[src/rtl/bus_collector.sv]
// bus_collector: buffers each lane in its own FIFO and drains the lanes in strict round-robin order into one valid/ready stream.
// Optional feature macro BUS_COLLECTOR_STATS_EN adds the word_count_out / drop_count_out statistics ports.
module bus_collector #(
  parameter int NUM_INPUTS = 4,
  parameter int DATA_WIDTH = 6,
  parameter int DEPTH      = 2
) (
  input  logic                                  clk_in,
  input  logic                                  rst_in,
  input  logic [NUM_INPUTS-1:0]                 data_valid_in,
  input  logic [NUM_INPUTS-1:0][DATA_WIDTH-1:0] data_in,
  output logic [NUM_INPUTS-1:0]                 lane_ready_out,
  output logic [DATA_WIDTH-1:0]                 data_out,
  output logic                                  valid_out,
  input  logic                                  ready_in,
  output logic [$clog2(NUM_INPUTS)-1:0]         ix_out,
  output logic                                  overflow_out
`ifdef BUS_COLLECTOR_STATS_EN
  ,
  output logic [31:0]                           word_count_out,
  output logic [15:0]                           drop_count_out
`endif
);

  localparam int IW = $clog2(NUM_INPUTS);
  localparam int AW = $clog2(DEPTH);

  logic [DATA_WIDTH-1:0]       mem [NUM_INPUTS][DEPTH];
  logic [NUM_INPUTS-1:0][AW:0] wr_ptr;
  logic [NUM_INPUTS-1:0][AW:0] rd_ptr;
  logic [NUM_INPUTS-1:0][AW:0] wr_ptr_nxt;
  logic [NUM_INPUTS-1:0][AW:0] rd_ptr_nxt;
  logic [NUM_INPUTS-1:0]       push;
  logic [NUM_INPUTS-1:0]       pop;
  logic [NUM_INPUTS-1:0]       drop;
  logic [NUM_INPUTS-1:0]       lane_empty;
  logic [NUM_INPUTS-1:0]       lane_full_nxt;
  logic                        out_free;
  logic                        load;

  always_comb begin
    for (int i = 0; i < NUM_INPUTS; i++) begin
      lane_empty[i] = (wr_ptr[i] == rd_ptr[i]);
    end
  end

  // Acceptance uses only the registered ready, so a lane that pops this cycle
  // still refuses a write it flagged as full on the previous edge.
  always_comb begin
    out_free = !valid_out || ready_in;
    load     = out_free && !lane_empty[ix_out];
    push     = data_valid_in & lane_ready_out;
    drop     = data_valid_in & ~lane_ready_out;
    pop      = '0;
    if (load) pop[ix_out] = 1'b1;
    for (int i = 0; i < NUM_INPUTS; i++) begin
      wr_ptr_nxt[i]    = wr_ptr[i] + {{AW{1'b0}}, push[i]};
      rd_ptr_nxt[i]    = rd_ptr[i] + {{AW{1'b0}}, pop[i]};
      lane_full_nxt[i] = (wr_ptr_nxt[i][AW] != rd_ptr_nxt[i][AW]) &&
                         (wr_ptr_nxt[i][AW-1:0] == rd_ptr_nxt[i][AW-1:0]);
    end
  end

  always_ff @(posedge clk_in) begin
    for (int i = 0; i < NUM_INPUTS; i++) begin
      if (push[i]) mem[i][wr_ptr[i][AW-1:0]] <= data_in[i];
    end
  end

  always_ff @(posedge clk_in) begin
    if (rst_in) begin
      wr_ptr         <= '0;
      rd_ptr         <= '0;
      lane_ready_out <= '1;
      data_out       <= '0;
      valid_out      <= 1'b0;
      ix_out         <= '0;
      overflow_out   <= 1'b0;
    end else begin
      wr_ptr         <= wr_ptr_nxt;
      rd_ptr         <= rd_ptr_nxt;
      lane_ready_out <= ~lane_full_nxt;
      if (|drop) overflow_out <= 1'b1;
      if (load) begin
        data_out  <= mem[ix_out][rd_ptr[ix_out][AW-1:0]];
        valid_out <= 1'b1;
        ix_out    <= (ix_out == IW'(NUM_INPUTS - 1)) ? '0 : ix_out + IW'(1);
      end else if (ready_in) begin
        valid_out <= 1'b0;
      end
    end
  end

`ifdef BUS_COLLECTOR_STATS_EN
  logic [16:0] drop_sum;

  always_comb begin
    drop_sum = {1'b0, drop_count_out} + 17'($countones(drop));
  end

  always_ff @(posedge clk_in) begin
    if (rst_in) begin
      word_count_out <= '0;
      drop_count_out <= '0;
    end else begin
      if (valid_out && ready_in) word_count_out <= word_count_out + 32'd1;
      drop_count_out <= drop_sum[16] ? 16'hFFFF : drop_sum[15:0];
    end
  end
`endif

endmodule

[config.mk]
export PLATFORM = sky130hd
export DESIGN_NAME = bus_collector
export DESIGN_NICKNAME = d
export VERILOG_FILES = /design/src/rtl/bus_collector.sv
export SDC_FILE = /design/constraint.sdc
export NUM_CORES = 1
export LEC_CHECK = 0
export ABC_AREA = 1
export CAP_MARGIN = 25
export CORE_ASPECT_RATIO = 0.9
export CORE_MARGIN = 2
export CORE_UTILIZATION = 55
export DETAILED_ROUTE_END_ITERATION = 12
export PLACE_DENSITY = 0.79
export SYNTH_ARGS = -nofsm -noshare
export SYNTH_HDL_FRONTEND = slang
export SYNTH_SLANG_ARGS = --single-unit
[constraint.sdc]
create_clock -name clk_in -period 2.6 [get_ports clk_in]
set_clock_uncertainty 0.15 [all_clocks]
set_input_delay 0.39 -clock clk_in [delete_from_list [all_inputs] [get_ports clk_in]]
set_output_delay 0.39 -clock clk_in [all_outputs]
set_load 0.005 [all_outputs]
---- Word-level counts from Yosys, hierarchy flattened ----
Memory sizes are Yosys's and may differ from the RTL's. A register that Yosys moved wholly into a read port is not among the register bits.
Index checks and enable logic that the tools add are counted.
Widths: inputs -> output; s select.
cells by class
  bitwise logic cells ..................... 9
  add/subtract/negate cells ............... 9
  mux-type cells .......................... 31
  equal/unequal tests ..................... 13
  magnitude comparators ................... 11
  reductions and logical operators ........ 15
operators by type and width
  cell                 number
  $mux 12              4
  $mux 6               7
  $demux 6 s1          4
  $add 2x1->2          8
  $ge 2x2->1 const B   5
  $logic_and 1x1->1    10
  $not 1->2            5
  $mux 1               9
  $and 4x4->4          2
  $eq 2x2->1           4
  $lt 2x1->1 const B   4
  $not 4->4            2
  $mux 2               3
  $bmux 2 s2           1
  $eq 1x1->1           4
  $mux 4               1
  $ne 1x1->1           4
  $reduce_or 4->1      1
  $lt 2x3->1 const B   1
  $add 2x1->2 const B  1
  $bmux 1 s2           1
  $demux 1 s2          1
  $eq 2x2->1 const B   1
  $ge 2x1->1 const B   1
  3 further kinds      4
word-level totals
  memories ................................ 1
  memory bits (writable) .................. 48
  output and inout port bits .............. 14
  input bits .............................. 31
  register bits after elaboration ......... 30
  logic and storage cells ................. 102
memories
  name  words  width  rd ports  clocked after Yosys merged registers in  wr ports  RTL line  text
  mem   4      12     1         1                                        4         28        logic [DATA_WIDTH-1:0] mem [NUM_INPUTS][DEPTH];

---- Logic depth before layout (Yosys ltp) ----
Gate-level depths: netlist of run 1.
  depth after elaboration ................. 10
  mapped depth ............................ 12
  gate-level depth less buffers ........... 12

---- Worst setup path after synthesis of run 1 ----
Ideal clock, no wire load.
  path kind ............................... register to register
  from .................................... register ix_out[0]
  to ...................................... register lane_ready_out[2]
  clock period less this slack ............ 1.960 ns
  required time ........................... 2.322 ns
  buffers on the path ..................... 0
  setup time .............................. 0.128 ns
  arrival ................................. 1.682 ns
  cell stages (with the launch flop) ...... 12
  slack ................................... 0.640 ns
  path through ............................ dfxtp_1 -> inv_2 -> a21oi_2 -> nand3_1 -> nand3_2 -> nand2_4 -> nand2_1 -> nor2_1 -> ha_1 -> xnor2_1 -> xor2_1 -> o211ai_1
on the way
  cells in the longest elaborated chain, start to end .. 9
  elaborated cells on any way between the ends .. 15
  classes of those cells .................. add/sub (1); order compare (2); eq/ne (2); mux (5); bitwise (1); reduce/logical (4)
RTL lines
  item                                                               RTL line  text
  start, declared                                                    16        output logic [$clog2(NUM_INPUTS)-1:0] ix_out,
  start signal, assigned                                             87        ix_out <= (ix_out == IW'(NUM_INPUTS - 1)) ? '0 : ix_out + IW'(1);
  $lt 2x3->1 (implied by the code), or another cell as far along     55        if (load) pop[ix_out] = 1'b1;
  $logic_and 1x1->1 (implied by the code) or $mux 1 (tied branches)  55, 51
  $mux 1 (implied by the code) or $logic_not 1->1 (tied branches)    55, 51
  $demux 1 s2 or $logic_and 1x1->1 (tied branches)                   55, 51
  $mux 4 *                                                           55
  $add 2x1->2 *                                                      58        rd_ptr_nxt[i] = rd_ptr[i] + {{AW{1'b0}}, pop[i]};
  $ne 1x1->1 or $eq 1x1->1 (tied branches)                           59, 60
  $logic_and 1x1->1 *                                                59        lane_full_nxt[i] = (wr_ptr_nxt[i][AW] != rd_ptr_nxt[i][AW]) &&
  $not 4->4 *                                                        82        lane_ready_out <= ~lane_full_nxt;
  end signal, assigned                                               82
  end, declared                                                      12        output logic [NUM_INPUTS-1:0] lane_ready_out,
Every way passes the cells marked *; elsewhere a longest branch is shown, timed or not. The select of a mux whose other input is x is not followed.
A chain may end at the register's enable or synchronous reset.

---- Worst setup path after layout of run 1 ----
Ends and elaborated chain as after synthesis.

==> impl_metrics.tcl, run 1 <==
set metrics [dict create \
    clock.fmax_ghz 0.442 \
    drtPass1Iterations 4 \
    cp-start-kind "flip-flop" \
    period_share 0.870 \
    ant_nets 0 \
    portBuffers 44 \
    p_per_area_nw_per_um2 959 \
    cts-resized-gates 0 \
    cts_tree "built" \
    drt_iter0_drc 161 \
    p_leak_nw 1.77 \
    setup_viol 0 \
    synth-async-reset-ratio 0 \
    syn_area_per_cell_sq_um 9.69 \
    power_frac_seq 0.418 \
    die_y_um 80.2 \
    worst_ep_arrival_time_ns 2.34 \
    grt_pass1_vias 2471 \
    p_comb_frac 0.362 \
    drv_slew 0 \
    tns_ns 0 \
    grt_pass1_wl_um 11500 \
    clock_latency_ns 0.36 \
    place_congestion 0.822 \
    post-route-min-period_ns 2.26 \
    drive_gt1_frac 0.0808 \
    synth_seq_cells 80 \
    avgRoutedWirePerCell_um 14.1 \
    swShare 0.364 \
    maxCapViolCount 0 \
    grt_use_total 0.220 \
    die_area_sq_um 7110 \
    switchingPower_mw 1.49 \
    timing.final.ws_setup_ns 0.338 \
    hold_class "flip-flop to flip-flop" \
    clock_path_buffers 2 \
    cts.sinks 80 \
    syn_area_sq_um 3550 \
    worstMarginPinSlew_ns 0.702 \
    synth_area_leader_cell "edfxtp_1" \
    max-slew-margin-rel 0.532 \
    antenna_found_initial 0 \
    hold_viol_final 0 \
    route.vias.total 2528 \
    synth_nets 413 \
    worst-path-max-fanout 17 \
    core_area_sq_um 6180 \
    via_per_inst 4.98 \
    clk_transition_reported_paths_ns 0.08 \
    synthToLayoutAreaGrowth_pct 20.1 \
    ys_warn_count 0 \
    grt_start_max_net_pins 25 \
    n_fill_cell 485 \
    htreeDepth 3 \
    yosysTopAreaCellShare 0.406 \
    cts-root-buf "clkbuf_8" \
    synth_area_leaders "edfxtp_1 41%, dfxtp_1 18%, nand2_1 12%" \
    cp-end-kind "flip-flop" \
    vdd_drop_max_uv 557 \
    rsz0062_at_grt "no" \
    numCtsBuffers 9 \
    min_from "data_out[5]" \
    totalWireLength_um 7150 \
    clkPwrFrac 0.220 \
    p_total_mw 4.08 \
    synth_cells 366 \
    ioPinCount 45 \
    yosysMostFrequentCell "nand2_1" \
    r2r_start "ix_out[0]" \
    ys.flop_type "edfxtp_1" \
    synthDistinctLibCells 23 \
    overflow 0 \
    crit_start "ix_out[0]" \
    dieWidth_um 88.6 \
    power.internal_mw 2.60 \
    drc 0 \
    post-place-ws_ns 0.255 \
    cts_hold_buf 0 \
    fin_nets 463 \
    critPathRequiredTime_ns 2.68 \
    ys_seq_area_frac 0.587 \
    status "complete, no violations" \
    start_util 0.574 \
    row_count 27 \
    synth_commonest_cells "111 x nand2_1, 48 x edfxtp_1, 35 x inv_1" \
    synth-edff-count 48 \
    post_cts_buffers 0 \
    diodes 0 \
    crit_type "flip-flop to flip-flop" \
    dp_hpwl_um 5160 \
]
-- routing by layer --
metal,up-vias,part of all wire,global-route usage,wire [um]
li1,1289,-,-,-
met1,1176,0.44,0.268,3120
met2,52,0.50,0.368,3590
met3,11,0.045,0.0658,324
met4,0,0.015,0.0788,106
met5,-,0,0,0
-- flip-flops by register name (all words and copies together) (netlist names), named ones only --
register	flops
data_out	6
mem	48
ix_out	2
valid_out	1
overflow_out	1
rd_ptr	8
lane_ready_out	4
wr_ptr	8
-- path summary, 6_finish.rpt --
path	to	slack, ns	cells past startpoint
min	data_out[5]	0.34	2
max reg2reg	lane_ready_out[2]	0.34	11
min reg2reg	data_out[5]	0.34	2
max	lane_ready_out[2]	0.34	11
-- power groups by stage --
stage | combinational [mW] | sequential (mW) | clock [mW]
final | 1.48 | 1.71 | 0.897
after global routing | 1.67 | 1.73 | 0.967
after CTS | 1.48 | 1.71 | 0.926
after detailed placement | 1.47 | 1.73 | 0
after global placement | 1.43 | 1.73 | 0
after floorplan | 1.07 | 1.70 | 0
-- cell usage in the layout (no fill, tap or decap), types with 3 or more instances in the layout --
master | Yosys | routed
clkdlybuf4s50_1 | 0 | 44
a21oi_1 | 13 | 13
xnor2_1 | 9 | 9
edfxtp_1 | 48 | 48
ha_1 | 16 | 16
clkinv_1 | 1 | 3
nand2_1 | 111 | 111
dfxtp_1 | 32 | 31
nand3_1 | 33 | 33
nand3_2 | 7 | 7
nor2_1 | 31 | 31
xor2_1 | 4 | 4
buf_4 | 0 | 6
o211ai_1 | 4 | 4
inv_1 | 35 | 35
clkbuf_8 | 0 | 9
-- cell families (layout without fill, tap and decap cells) --
logic type | after synthesis | after routing | synth area share
AOI/OAI and AO/OA | 21 | 21 | 0.0353
xor gates and xnor gates | 13 | 13 | 0.0321
buffers and inverters | 48 | 103 | 0.0607
and+or+nand+nor | 188 | 188 | 0.228
adders and majority gates | 16 | 16 | 0.0565
DFF | 80 | 80 | 0.587
-- through the flow --
stage	cell area (sq um)	util	instances	hold WS, ns
after floorplan	3550	-	366	0.325
after global placement	4060	0.657	492	0.315
after detailed placement	4060	0.657	492	0.324
after CTS	4260	0.689	508	0.348
after global routing	4260	0.689	508	0.372
final	4260	0.689	508	0.344
-- critical path, cell delays in order (launching register included) --
cell	delay, ns
dfxtp_2	0.43
inv_2	0.11
a21oi_2	0.11
nand3_1	0.09
nand3_2	0.09
nand2_4	0.13
nand2_1	0.21
nor2_1	0.07
ha_1	0.19
xnor2_1	0.24
xor2_1	0.21
o211ai_1	0.10
-- layout make-up --
class                      instances  area, sq um  share of cell area
inverter                          37          139              0.0326
clock buffer                       9          124              0.0291
timing repair buffer              50          485               0.114
sequential                        80         2080               0.489
clock inverter                     7         70.1              0.0165
multi-input combinational        238         1250               0.293
tap                               87          109              0.0256
(Power assumes the default switching activity.)
==> inputs of run 2 (changes only) <==
--- a/config.mk
+++ b/config.mk
@@ -8,7 +8,6 @@
 export ABC_AREA = 1
 export CAP_MARGIN = 25
 export CORE_ASPECT_RATIO = 0.9
-export CORE_MARGIN = 2
 export CORE_UTILIZATION = 55
 export DETAILED_ROUTE_END_ITERATION = 12
 export PLACE_DENSITY = 0.79
==> constraint.sdc (replaced) <==
create_clock -name clk_in -period 2.6 [get_ports clk_in]
set_clock_uncertainty 0.15 [all_clocks]
set_input_delay 0.39 -clock clk_in [delete_from_list [all_inputs] [get_ports clk_in]]
set_output_delay 0.39 -clock clk_in [all_outputs]
set_load 0.1 [all_outputs]
==> run 2 against run 1 <==
Net effect: combinational power up 32%; cell count stayed put; register-to-register slack barely moved; via count fell by 0.95%; critical endpoint is now lane_ready_out[3]; highest routed layer unchanged.
==> impl_metrics.tcl, run 2 (synthesized netlist as in run 1, its figures left out) <==
set metrics [dict create \
    dp_hpwl_um 5220 \
    swShare 0.443 \
    die_y_um 78.2 \
    maxCapViolCount 0 \
    period_share 0.872 \
    ioPinCount 45 \
    worst_ep_arrival_time_ns 2.35 \
    cts-resized-gates 0 \
    setup_viol 0 \
    largest_reg_flops 48 \
    clk_transition_reported_paths_ns 0.08 \
    totalWireLength_um 6890 \
    diodes 0 \
    p_leak_nw 1.78 \
    post-route-min-period_ns 2.27 \
    htreeDepth 3 \
    start_util 0.574 \
    ant_nets 0 \
    dieWidth_um 86.6 \
    n_fill_cell 496 \
    portBuffers 44 \
    cp-end-kind "flip-flop" \
    p_comb_frac 0.434 \
    drv_slew 0 \
    status "complete, no violations" \
    clock_path_buffers 2 \
    grt_pass1_vias 2487 \
    antenna_found_initial 0 \
    drtPass1Iterations 4 \
    core_area_sq_um 6180 \
    hold_viol_final 0 \
    final_common_cell "nand2_1" \
    tns_ns 0 \
    grt_use_total 0.220 \
    worstMarginPinSlew_ns 0.681 \
    via_per_inst 4.93 \
    vdd_drop_max_uv 667 \
    cts.sinks 80 \
    final_cell_mix "111 x nand2_1, 48 x edfxtp_1, 35 x inv_1, 33 x nand3_1" \
    hold_class "flip-flop to flip-flop" \
    drc 0 \
    drive_gt1_frac 0.119 \
    fin_nets 463 \
    max-slew-margin-rel 0.545 \
    power_frac_seq 0.377 \
    rsz0062_at_grt "no" \
    die_area_sq_um 6770 \
    worst-path-max-fanout 17 \
    avgRoutedWirePerCell_um 13.6 \
    overflow 0 \
    p_per_area_nw_per_um2 1070 \
    instances_no_fill 508 \
    cp-start-kind "flip-flop" \
    clock_latency_ns 0.36 \
    r2r_slack_ns 0.33 \
    place_congestion 0.802 \
    drt_iter0_drc 133 \
    crit_type "flip-flop to flip-flop" \
    cts_hold_buf 0 \
    grt_start_max_net_pins 25 \
    place_inst 492 \
    power.internal_mw 2.50 \
    clkPwrFrac 0.189 \
    critPathRequiredTime_ns 2.69 \
    post_cts_buffers 0 \
    cts_tree "built" \
    numCtsBuffers 9 \
    clock.fmax_ghz 0.441 \
    synthToLayoutAreaGrowth_pct 18.9 \
    row_count 27 \
    route.vias.total 2504 \
    switchingPower_mw 1.99 \
    grt_pass1_wl_um 11100 \
    cts-root-buf "clkbuf_8" \
]
-- run 2: changes by cell type in the layout (fill, tap and decap cells not counted), sizes merged --
cell	previous run	this run
bufinv	1	0
buf	6	20
inv	38	41
clkinv	3	1
clkdlybuf4s50	44	30
-- run 2: final cells by class --
class / count / area (sq um) / area share
clock buffers: 9 / 124 / 0.0294
clock inverters: 7 / 61.3 / 0.0145
inverters: 37 / 139 / 0.0329
multi-input cells: 238 / 1250 / 0.296
flip-flops and latches: 80 / 2080 / 0.494
well taps: 87 / 109 / 0.0258
repair buffers: 50 / 450 / 0.107
-- run 2: path summary, 6_finish.rpt --
kind                                   from           endpoint  cells past startpoint
worst max-delay path              ix_out[0]  lane_ready_out[3]                     11
worst min-delay path            data_out[4]        data_out[4]                      2
worst max register to register    ix_out[0]  lane_ready_out[3]                     11
worst min register to register  data_out[4]        data_out[4]                      2
-- run 2: worst max-delay path: stages, from the launching register on --
cell and delay (ns):
dfxtp_2 0.42, inv_2 0.10, a21oi_2 0.12, nand3_1 0.11
nand3_2 0.10, nand2_4 0.13, nand2_1 0.20, nor2_1 0.08
ha_1 0.20, xnor2_1 0.25, xor2_1 0.19, o211ai_1 0.09
-- run 2: power by group through the flow --
| stage | Combinational (mW) | Sequential, mW | Clock [mW] |
|---|---|---|---|
| after floorplan | 1.07 | 2.19 | 0 |
| after global placement | 1.91 | 1.72 | 0 |
| after detailed placement | 1.95 | 1.72 | 0 |
| after CTS | 1.95 | 1.69 | 0.861 |
| after global routing | 2.14 | 1.72 | 0.924 |
| final | 1.95 | 1.69 | 0.849 |
-- run 2: layer usage --
metal | global-route usage | share of wire | vias up | routed length (um)
met2 | 0.387 | 0.50 | 46 | 3460
met1 | 0.265 | 0.45 | 1167 | 3120
met5 | 0 | 0 | - | 0
met4 | 0.0500 | 0.0058 | 0 | 40
met3 | 0.0641 | 0.039 | 4 | 267
li1 | - | - | 1287 | -
-- run 2: through the flow --
step | power (mW) | hold WS (ns) | setup WS [ns] | instance area [sq um] | util
global placement | 3.63 | 0.315 | 0.484 | 4030 | 0.652
floorplan | 3.26 | 0.339 | 0.0324 | 3550 | -
global route | 4.78 | 0.381 | 0.172 | 4220 | 0.682
detailed placement | 3.67 | 0.317 | 0.369 | 4030 | 0.652
CTS | 4.51 | 0.352 | 0.323 | 4220 | 0.682
finish | 4.49 | 0.349 | 0.332 | 4220 | 0.682
==> inputs of run 3 (changes only) <==
--- a/config.mk
+++ b/config.mk
@@ -5,10 +5,10 @@
 export SDC_FILE = /design/constraint.sdc
 export NUM_CORES = 1
 export LEC_CHECK = 0
-export ABC_AREA = 1
+export ABC_AREA = 0
 export CAP_MARGIN = 25
 export CORE_ASPECT_RATIO = 0.9
-export CORE_UTILIZATION = 55
+export CORE_UTILIZATION = 54
 export DETAILED_ROUTE_END_ITERATION = 12
 export PLACE_DENSITY = 0.79
 export SYNTH_ARGS = -nofsm -noshare
==> run 3 against run 2 <==
Net effect: register-to-register slack got worse by 0.19 ns; die area decreased by 3.2%; first-iteration DRC count increased by 21%; clock power decreased by 8.6%; largest cell class unchanged.
==> impl_metrics.tcl, run 3 <==
set metrics [dict create \
    dpl_cell_area_sq_um 3910 \
    post-route-min-period_ns 2.46 \
    synth_cells 225 \
    route.vias.total 1979 \
    hold_viol_final 0 \
    row_count 26 \
    diodes 0 \
    ioPinCount 45 \
    path_common_cell "xnor2_1" \
    grt_use_met1 0.284 \
    overflow 0 \
    grt_pass1_wl_um 10600 \
    cts_tree "built" \
    htreeDepth 3 \
    maxCapViolCount 0 \
    n_fill_cell 422 \
    period_share 0.946 \
    status "complete, no violations" \
    core_area_sq_um 5860 \
    cts.sinks 80 \
    ys_seq_area_frac 0.619 \
    final_cell_mix "48 x edfxtp_1, 30 x clkdlybuf4s50_1, 29 x dfxtp_1, 25 x buf_4" \
    timing.final.ws_setup_ns 0.142 \
    fin_hold_ws_ns 0.366 \
    p_per_area_nw_per_um2 1130 \
    worstMarginPinSlew_ns 0.629 \
    grtUsageMet2 0.369 \
    cp-start-kind "flip-flop" \
    die_y_um 76.9 \
    fin_area_sq_um 4080 \
    synth-edff-count 48 \
    cts_hold_buf 0 \
    path_buf_inv 0 \
    cts-resized-gates 0 \
    ys_warn_count 0 \
    worst_ep_arrival_time_ns 2.54 \
    syn_area_sq_um 3370 \
    synth_commonest_cells "48 x edfxtp_1, 32 x dfxtp_1, 16 x ha_1, 16 x xnor2_1, 15 x nor2_1" \
    post_cts_buffers 0 \
    utilization 0.696 \
    avgRoutedWirePerCell_um 18.5 \
    vdd_drop_max_uv 600 \
    drive_gt1_frac 0.229 \
    drv_slew 0 \
    cts-root-buf "clkbuf_8" \
    final_common_cell "edfxtp_1" \
    synth_nets 272 \
    portBuffers 44 \
    largest_reg_flops 48 \
    crit_path_top_delay_cell "dfxtp_1" \
    grt_use_met3 0.0560 \
    p_leak_nw 1.54 \
    cpPeakStageDelay_ns 0.34 \
    worst-path-max-fanout 5 \
    synth-async-reset-ratio 0 \
    grt_use_total 0.224 \
    crit_type "flip-flop to flip-flop" \
    dp_hpwl_um 4920 \
    cp-end-kind "flip-flop" \
    syn_area_per_cell_sq_um 15.0 \
    numCtsBuffers 9 \
    r2r_slack_ns 0.14 \
    max-slew-margin-rel 0.580 \
    synthDistinctLibCells 31 \
    clock_path_buffers 2 \
    post-place-ws_ns -0.0457 \
    synth_area_leaders "edfxtp_1 43%, dfxtp_1 19%, mux4_2 8.7%" \
    start_util 0.575 \
    die_area_sq_um 6550 \
    yosysMostFrequentCell "edfxtp_1" \
    drt_iter0_drc 161 \
    clock.fmax_ghz 0.407 \
    critPathRequiredTime_ns 2.68 \
    antenna_found_initial 0 \
    crit_family "simple AND/OR/NAND/NOR gates" \
    crit_chain "xor2_1, nor2_1, a2111o_1, nand2_2, and2_1, ha_1, xnor2_1, xnor2_1, or3_1" \
    clock_latency_ns 0.35 \
    clk_transition_reported_paths_ns 0.07 \
    totalWireLength_um 6640 \
    synthToLayoutAreaGrowth_pct 21.1 \
    grt.busiest_layer "met2" \
    synth_seq_cells 80 \
    via_per_inst 5.53 \
    setup_viol 0 \
    drc 0 \
    dieWidth_um 85.2 \
    place_congestion 0.755 \
    synth_area_leader_cell "edfxtp_1" \
    grt_start_max_net_pins 18 \
    yosysTopAreaCellShare 0.428 \
    drtPass1Iterations 4 \
    grt_pass1_vias 2061 \
    ys.flop_type "edfxtp_1" \
    ant_nets 0 \
    hold_class "flip-flop to flip-flop" \
    rsz0062_at_grt "no" \
    p_total_mw 4.63 \
    fin_nets 330 \
]
[run 3: through the flow]
stage               cells  TNS, ns
finish                358        0
global placement      342        0
CTS                   358        0
global route          358        0
detailed placement    342   -0.153
floorplan             225        0
[run 3: routing by layer]
metal | share of wire | vias to the layer above
li1 | - | 941
met1 | 0.44 | 954
met2 | 0.49 | 74
met3 | 0.053 | 10
met4 | 0.018 | 0
met5 | 0 | -
[run 3: report_power, final]
part	internal (mW)	switching, mW	total, mW
Clock	0.347	0.429	0.776
Combinational	0.784	1.24	2.03
Sequential	1.60	0.226	1.82
Total	2.73	1.90	4.63
[run 3: area by class of cell]
class / count / area [sq um] / area share
inverter: 10 / 37.5 / 0.00921
sequential: 80 / 2090 / 0.512
multi-input combinational: 127 / 1210 / 0.297
tap: 70 / 87.6 / 0.0215
clock buffer: 11 / 131 / 0.0322
clock inverter: 5 / 35.0 / 0.00859
timing repair buffer: 55 / 488 / 0.120
[run 3: cells by family after synthesis]
kind of cell             count (synthesis)  share of synthesized area
AO/OA/AOI/OAI                           23                     0.0617
XOR/XNOR                                24                     0.0625
adder cells (fa/ha/maj)                 16                     0.0595
buffers and inverters                   18                     0.0223
flip-flops                              80                      0.619
multiplexers                            19                      0.105
AND/OR/NAND/NOR                         45                     0.0706
[run 3: final timing paths]
check                           startpoint                end  cells past startpoint
worst min-delay path             valid_out          valid_out                      2
worst max register to register   rd_ptr[3]  lane_ready_out[3]                      9
worst min register to register   valid_out          valid_out                      2
worst max-delay path             rd_ptr[3]  lane_ready_out[3]                      9
[run 3: worst reg2reg max path: stages (launching register included)]
cell and delay [ns]:
dfxtp_1 0.34, xor2_1 0.16, nor2_1 0.34, a2111o_1 0.25
nand2_2 0.09, and2_1 0.17, ha_1 0.18, xnor2_1 0.23
xnor2_1 0.09, or3_1 0.34
